$ cat config.mk
export PLATFORM = sky130hd
export DESIGN_NAME = sreg_ser_tx
export DESIGN_NICKNAME = d
export VERILOG_FILES = /design/src/rtl/sreg_ser_tx.sv
export SDC_FILE = /design/constraint.sdc
export NUM_CORES = 1
export LEC_CHECK = 0
export CAP_MARGIN = 20
export CORE_UTILIZATION = 30
export CTS_BUF_LIST = sky130_fd_sc_hd__clkbuf_4 sky130_fd_sc_hd__clkbuf_8
export DETAILED_ROUTE_END_ITERATION = 10
export RECOVER_POWER = 100
export SYNTH_ARGS = -nofsm -noshare
export SYNTH_HDL_FRONTEND = slang
export SYNTH_SLANG_ARGS = --single-unit
$ cat constraint.sdc
create_clock -name ck -period 1.8 [get_ports ck]
set_input_delay 0.36 -clock ck [delete_from_list [all_inputs] [get_ports ck]]
set_output_delay 0.36 -clock ck [all_outputs]
set_load 0.02 [all_outputs]
$ cat src/rtl/sreg_ser_tx.sv
// Parallel-to-serial transmitter feeding an N-bit serial-in shift register, LSB first.
// Optional macro FRAME_CNT_EN adds an 8-bit completed-frame counter output fcnt.
module sreg_ser_tx #(
  parameter int N   = 4,
  parameter int GAP = 1
) (
  input  logic         ck,
  input  logic         rn,
  input  logic [N-1:0] din,
  input  logic         load,
  output logic         rdy,
  output logic         sout,
  output logic         done
`ifdef FRAME_CNT_EN
  ,
  output logic [7:0]   fcnt
`endif
);

  localparam int BW = $clog2(N);
  localparam int GW = $clog2(GAP + 1);
  localparam logic [BW-1:0] N_LAST   = BW'(N - 1);
  localparam logic [GW-1:0] GAP_LAST = GW'(GAP - 1);

  typedef enum logic [1:0] {IDLE, SHIFT, GAPW} state_t;

  state_t        state, state_nxt;
  logic [N-1:0]  shreg, shreg_nxt;
  logic [BW-1:0] bitcnt, bitcnt_nxt;
  logic [GW-1:0] gapcnt, gapcnt_nxt;
  logic          sout_nxt, done_nxt;

  assign rdy = (state == IDLE) && rn;

  always_ff @(posedge ck) begin
    if (!rn) state <= IDLE;
    else     state <= state_nxt;
  end

  // The word is pre-shifted at capture so that shreg[0] always holds the next bit to send.
  always_comb begin
    state_nxt  = state;
    shreg_nxt  = shreg;
    bitcnt_nxt = bitcnt;
    gapcnt_nxt = gapcnt;
    sout_nxt   = 1'b0;
    done_nxt   = 1'b0;
    case (state)
      IDLE: begin
        if (load) begin
          state_nxt  = SHIFT;
          shreg_nxt  = din >> 1;
          sout_nxt   = din[0];
          bitcnt_nxt = '0;
        end
      end
      SHIFT: begin
        if (bitcnt == N_LAST) begin
          state_nxt  = GAPW;
          bitcnt_nxt = '0;
          gapcnt_nxt = '0;
          done_nxt   = 1'b1;
        end else begin
          bitcnt_nxt = bitcnt + 1'b1;
          sout_nxt   = shreg[0];
          shreg_nxt  = shreg >> 1;
        end
      end
      GAPW: begin
        if (gapcnt == GAP_LAST) begin
          state_nxt  = IDLE;
          gapcnt_nxt = '0;
        end else begin
          gapcnt_nxt = gapcnt + 1'b1;
        end
      end
      default: state_nxt = IDLE;
    endcase
  end

  always_ff @(posedge ck) begin
    if (!rn) begin
      shreg  <= '0;
      bitcnt <= '0;
      gapcnt <= '0;
      sout   <= 1'b0;
      done   <= 1'b0;
    end else begin
      shreg  <= shreg_nxt;
      bitcnt <= bitcnt_nxt;
      gapcnt <= gapcnt_nxt;
      sout   <= sout_nxt;
      done   <= done_nxt;
    end
  end

`ifdef FRAME_CNT_EN
  // Counts on the done-setting edge, so a frame cut short by reset never reaches it.
  always_ff @(posedge ck) begin
    if (!rn)           fcnt <= '0;
    else if (done_nxt) fcnt <= fcnt + 8'd1;
  end
`endif

endmodule
**Yosys cells after proc, flatten, opt, wreduce, memory -nomap -nowiden**

Cells that the tools add are included.

- Register bits after elaboration: 11
- Input port bits: 7

- Reductions and logical operators: 9
- Eq/ne operators: 7
- Add/sub/neg operators: 2
- Muxes and demuxes: 17

Operators with widths:

| cell | number |
|---|---|
| 2-bit two-way mux | 5 |
| 4-bit two-way mux | 2 |
| 2-bit inequality test, second input constant | 4 |
| 4-bit one-hot mux with 2 select lines | 1 |
| 2-bit one-hot mux with 3 select lines | 1 |
| 2-bit AND reduction | 3 |
| 3-bit AND reduction | 2 |
| 1-bit two-way mux | 5 |
| 2-bit equality test, second input constant | 2 |
| 1-bit one-hot mux with 2 select lines | 2 |
| 2-bit one-hot mux with 2 select lines | 1 |
| 2-bit nonzero test | 2 |
| 2-bit by 1-bit adder with 2-bit output, second input constant | 1 |
| 2-bit by 1-bit equality test with 1-bit output, second input constant | 1 |
| 2-bit logical NOT | 1 |
| 1-bit adder, second input constant | 1 |
| 1-bit logical AND | 1 |

**Depth between registers and ports, before layout**

- Depth in word-level cells: 3
- Gate-level depth with buffers: 4
- Mapped depth without buffers: 4

**Worst setup path after synthesis**

No wires, ideal clock.

- Path kind: register -> register
- Start: register bitcnt[0]
- End: register shreg[0]
- Data required time: 1.669 ns
- Path slack: 0.528 ns
- Arrival time: 1.141 ns
- Stages on the path, launching flop included: 5
- Clock period less this slack: 1.272 ns
- Path through: dfxtp_1 -> ha_1 -> or4b_1 -> o311ai_0 -> a21oi_1

- Cells in the longest elaborated chain, start to end: 3

Ends and longest elaborated chain:

| item | RTL line | text |
|---|---|---|
| start, declared | 29 | `logic [BW-1:0] bitcnt, bitcnt_nxt;` |
| start signal, assigned | 90 | `bitcnt <= bitcnt_nxt;` |
| 2-bit equality test | 58 | `if (bitcnt == N_LAST) begin` |
| 2-bit inequality test (no line) | - |  |
| 3-bit AND reduction (no line) | - |  |
| end signal, assigned | 89 | `shreg <= shreg_nxt;` |
| end, declared | 28 | `logic [N-1:0] shreg, shreg_nxt;` |

No other way between the ends.
A chain may end at the register's enable or synchronous reset.

**Worst setup path in the final report**

- Start: input rn
- End: output rdy

- Cells in the longest elaborated chain, start to end: 1

Ends and longest elaborated chain:

| item | RTL line | text |
|---|---|---|
| start, declared | 8 | `input logic rn,` |
| 1-bit logical AND | 33 | `assign rdy = (state == IDLE) && rn;` |
| end, declared | 11 | `output logic rdy,` |

No other way between the ends.

==> load_flow_metrics.sql <==
INSERT INTO impl_metrics (metric_group, metric, value, unit) VALUES
('global_routing', 'routing_layer_with_the_top_usage_in_global_route', 'met2', ''),
('power', 'share_of_total_power_consumed_by_net_switching', '24.3', '%'),
('global_routing', 'grt_use_total', '15.1', '%'),
('yosys', 'synth_largest_area_cell', 'dfxtp_1', ''),
('global_routing', 'globalRoute.totalOverflow', '0', ''),
('detailed_routing', 'detailedRoute.firstIterationViolations', '4', ''),
('yosys', 'synth.yosys.warnings', '0', ''),
('clock_tree', 'clk_pin_slew', '60', 'ps'),
('sta', 'fin_crit', '1670', 'ps'),
('floorplan', 'top_level_ports', '10', ''),
('power', 'netSwitchingPower', '0.000112', 'W'),
('detailed_routing', 'detail-route-antenna-nets', '0', ''),
('detailed_routing', 'route.detailed.drc', '0', ''),
('clock_tree', 'cts_tree', 'yes', ''),
('yosys', 'synth_area_leaders', 'dfxtp_1 43%, a21boi_1 5.3%, or4b_1 4.7%', ''),
('worst_setup_path', 'critical_path.endpoint_type', 'primary output', ''),
('job', 'drv.max_cap_violation_count', '0', ''),
('cells_and_area', 'nNetsFinal', '71', ''),
('yosys', 'synth-seq-area-share', '42.7', '%'),
('detailed_routing', 'route.detailed.wl_per_inst', '10.5', 'um'),
('power', 'total_power', '0.000462', 'W'),
('power', 'vdd.ir_drop.worst', '0.294', 'mV'),
('cells_and_area', 'layout.cells.non_filler', '77', ''),
('clock_tree', 'cts.path.max_buffers', '2', ''),
('yosys', 'synth_most_common_cell', 'dfxtp_1', ''),
('worst_setup_path', 'critPathKind', 'in -> out', ''),
('power', 'combinationalPowerShare', '15.3', '%'),
('floorplan', 'die-height', '39.5', 'um'),
('detailed_routing', 'drt-total-wl', '808', 'um'),
('global_routing', 'grt_pass1_wl', '1.50', 'mm'),
('clock_tree', 'cts_sinks', '9', ''),
('global_routing', 'grt_antenna_before_repair', '0', ''),
('yosys', 'synth_largest_type_area_fraction', '42.7', '%'),
('clock_tree', 'worst_skew_pair.late_latency', '260', 'ps'),
('sta', 'hold_viol', '0', ''),
('worst_setup_path', 'crit_required', '1440', 'ps'),
('place', 'count_of_input_and_output_buffers', '9', ''),
('global_routing', 'grt_start_max_net_pins', '12', ''),
('power', 'register_share_of_total_power', '46.8', '%'),
('cells_and_area', 'storage_element_area', '180', 'um2'),
('floorplan', 'starting_density_of_the_core', '32.4', '%'),
('yosys', 'synth.cells.most_frequent', '9 x dfxtp_1, 5 x nor2_1, 4 x inv_1', ''),
('power', 'pint', '0.000349', 'W'),
('place', 'numPlacedInstances', '73', ''),
('sta', 'maxClockFrequency', '0.598', 'GHz'),
('sta', 'clock-skew-final', '3.24', 'ps'),
('yosys', 'synth-seq-cells', '9', ''),
('place', 'postPlaceCellArea', '549', 'um2'),
('hold_path', 'min-delay-path-class', 'reg -> reg', ''),
('clock_tree', 'cts-buffers-inserted', '3', ''),
('cells_and_area', 'fillCellCount', '146', ''),
('sta', 'timing.slew.headroom', '72.4', '%'),
('yosys', 'synthesis.area', '422', 'um2'),
('sta', 'rsz_0062_raised_after_global_routing', 'no', ''),
('detailed_routing', 'via_per_inst', '4.65', ''),
('yosys', 'synth_cell_types', '23', ''),
('run_status', 'outcome', 'completed', ''),
('global_routing', 'grt.met3_usage', '5.68', '%'),
('sta', 'finalWorstSetupSlack', '128', 'ps'),
('place', 'dp.final_hpwl', '634', 'um'),
('worst_setup_path', 'arr_time_crit_path', '1310', 'ps'),
('global_routing', 'grt_pass1_vias', '356', ''),
('power', 'power_frac_clock', '38.0', '%'),
('sta', 'report.final.slew_viol_count', '0', ''),
('global_routing', 'use_met1', '19.2', '%'),
('clock_tree', 'ctsHoldBuffers', '0', ''),
('cells_and_area', 'post_route_cells_drive_above_1_share', '16.1', '%'),
('yosys', 'ys_async_sr_fraction', '0', '%'),
('yosys', 'number_of_enable_flip_flop_cells_after_synthesis', '0', ''),
('cells_and_area', 'multi_input_comb_area', '213', 'um2'),
('floorplan', 'design.die.area', '1560', 'um2');
## sequential cells by signal (all words and copies together) (netlist names)
| register | flops |
|---|---|
| state | 2 |
| sout | 1 |
| done | 1 |
| bitcnt | 2 |
| shreg | 3 |
## critical path, cell delays in order
cell             delay (ps)
clkdlybuf4s50_1         470
nand2_1                  70
nor2_1                   80
dlygate4sd2_1           330
## kinds of logic (layout without fill, tap and decap cells)
logic type | count (synthesis) | count (layout) | synth area share (%)
simple gates | 18 | 18 | 26.1
compound gates | 13 | 13 | 22.0
flops | 9 | 9 | 42.7
buf+inv | 5 | 21 | 6.23
fa+ha+maj | 1 | 1 | 2.97
## power groups by stage
| stage | clock [W] | combinational (W) | sequential, W |
|---|---|---|---|
| after floorplan | 0 | 0.0000443 | 0.000222 |
| after global placement | 0 | 0.0000759 | 0.000221 |
| after detailed placement | 0 | 0.0000772 | 0.000221 |
| after CTS | 0.000183 | 0.0000759 | 0.000216 |
| after global routing | 0.000186 | 0.0000816 | 0.000217 |
| final | 0.000175 | 0.0000705 | 0.000216 |
## layout make-up
type | count | area share (%)
clock buffers | 4 | 5.25
flip-flops and latches | 9 | 31.5
multi-input cells | 32 | 37.2
well taps | 15 | 3.28
inverters | 4 | 2.63
repair buffers | 13 | 20.1
## timing repair
action / CTS / global route
setup buffers: 0 / 0
endpoints found under the setup margin: 1 / 0
gates resized for setup: 1 / 0
## metal layers
layer	up-vias	wire (um)
li1	197	-
met1	150	408
met2	9	334
met3	2	50
met4	0	14
met5	-	0
## cell usage in the layout (no fill, tap or decap), types with 2 or more instances in the layout
cell	instances
nor2_1	5
nand2_1	3
inv_1	4
clkbuf_4	4
or4b_1	2
and3_1	2
o311ai_0	2
dlygate4sd3_1	3
a21boi_0	3
nor2b_1	2
o21ai_0	2
dfxtp_1	9
buf_4	3
clkdlybuf4s50_1	5
## path summary, 6_finish.rpt
check	start	slack, ps	cells past startpoint	to
worst min register to register	shreg[0]	450	2	shreg[0]
worst max register to register	bitcnt[0]	430	4	shreg[0]
worst min-delay path	shreg[0]	450	2	shreg[0]
worst max-delay path	rn	130	4	rdy
## stage by stage
step / setup TNS [ps] / hold WS (ps) / utilization (%)
floorplan: 0 / 425 / -
global placement: -152 / 443 / 42.2
detailed placement: -156 / 448 / 42.2
CTS: 0 / 460 / 44.4
global route: 0 / 481 / 43.9
finish: 0 / 451 / 43.9
Power figures use the tool's default switching activity.
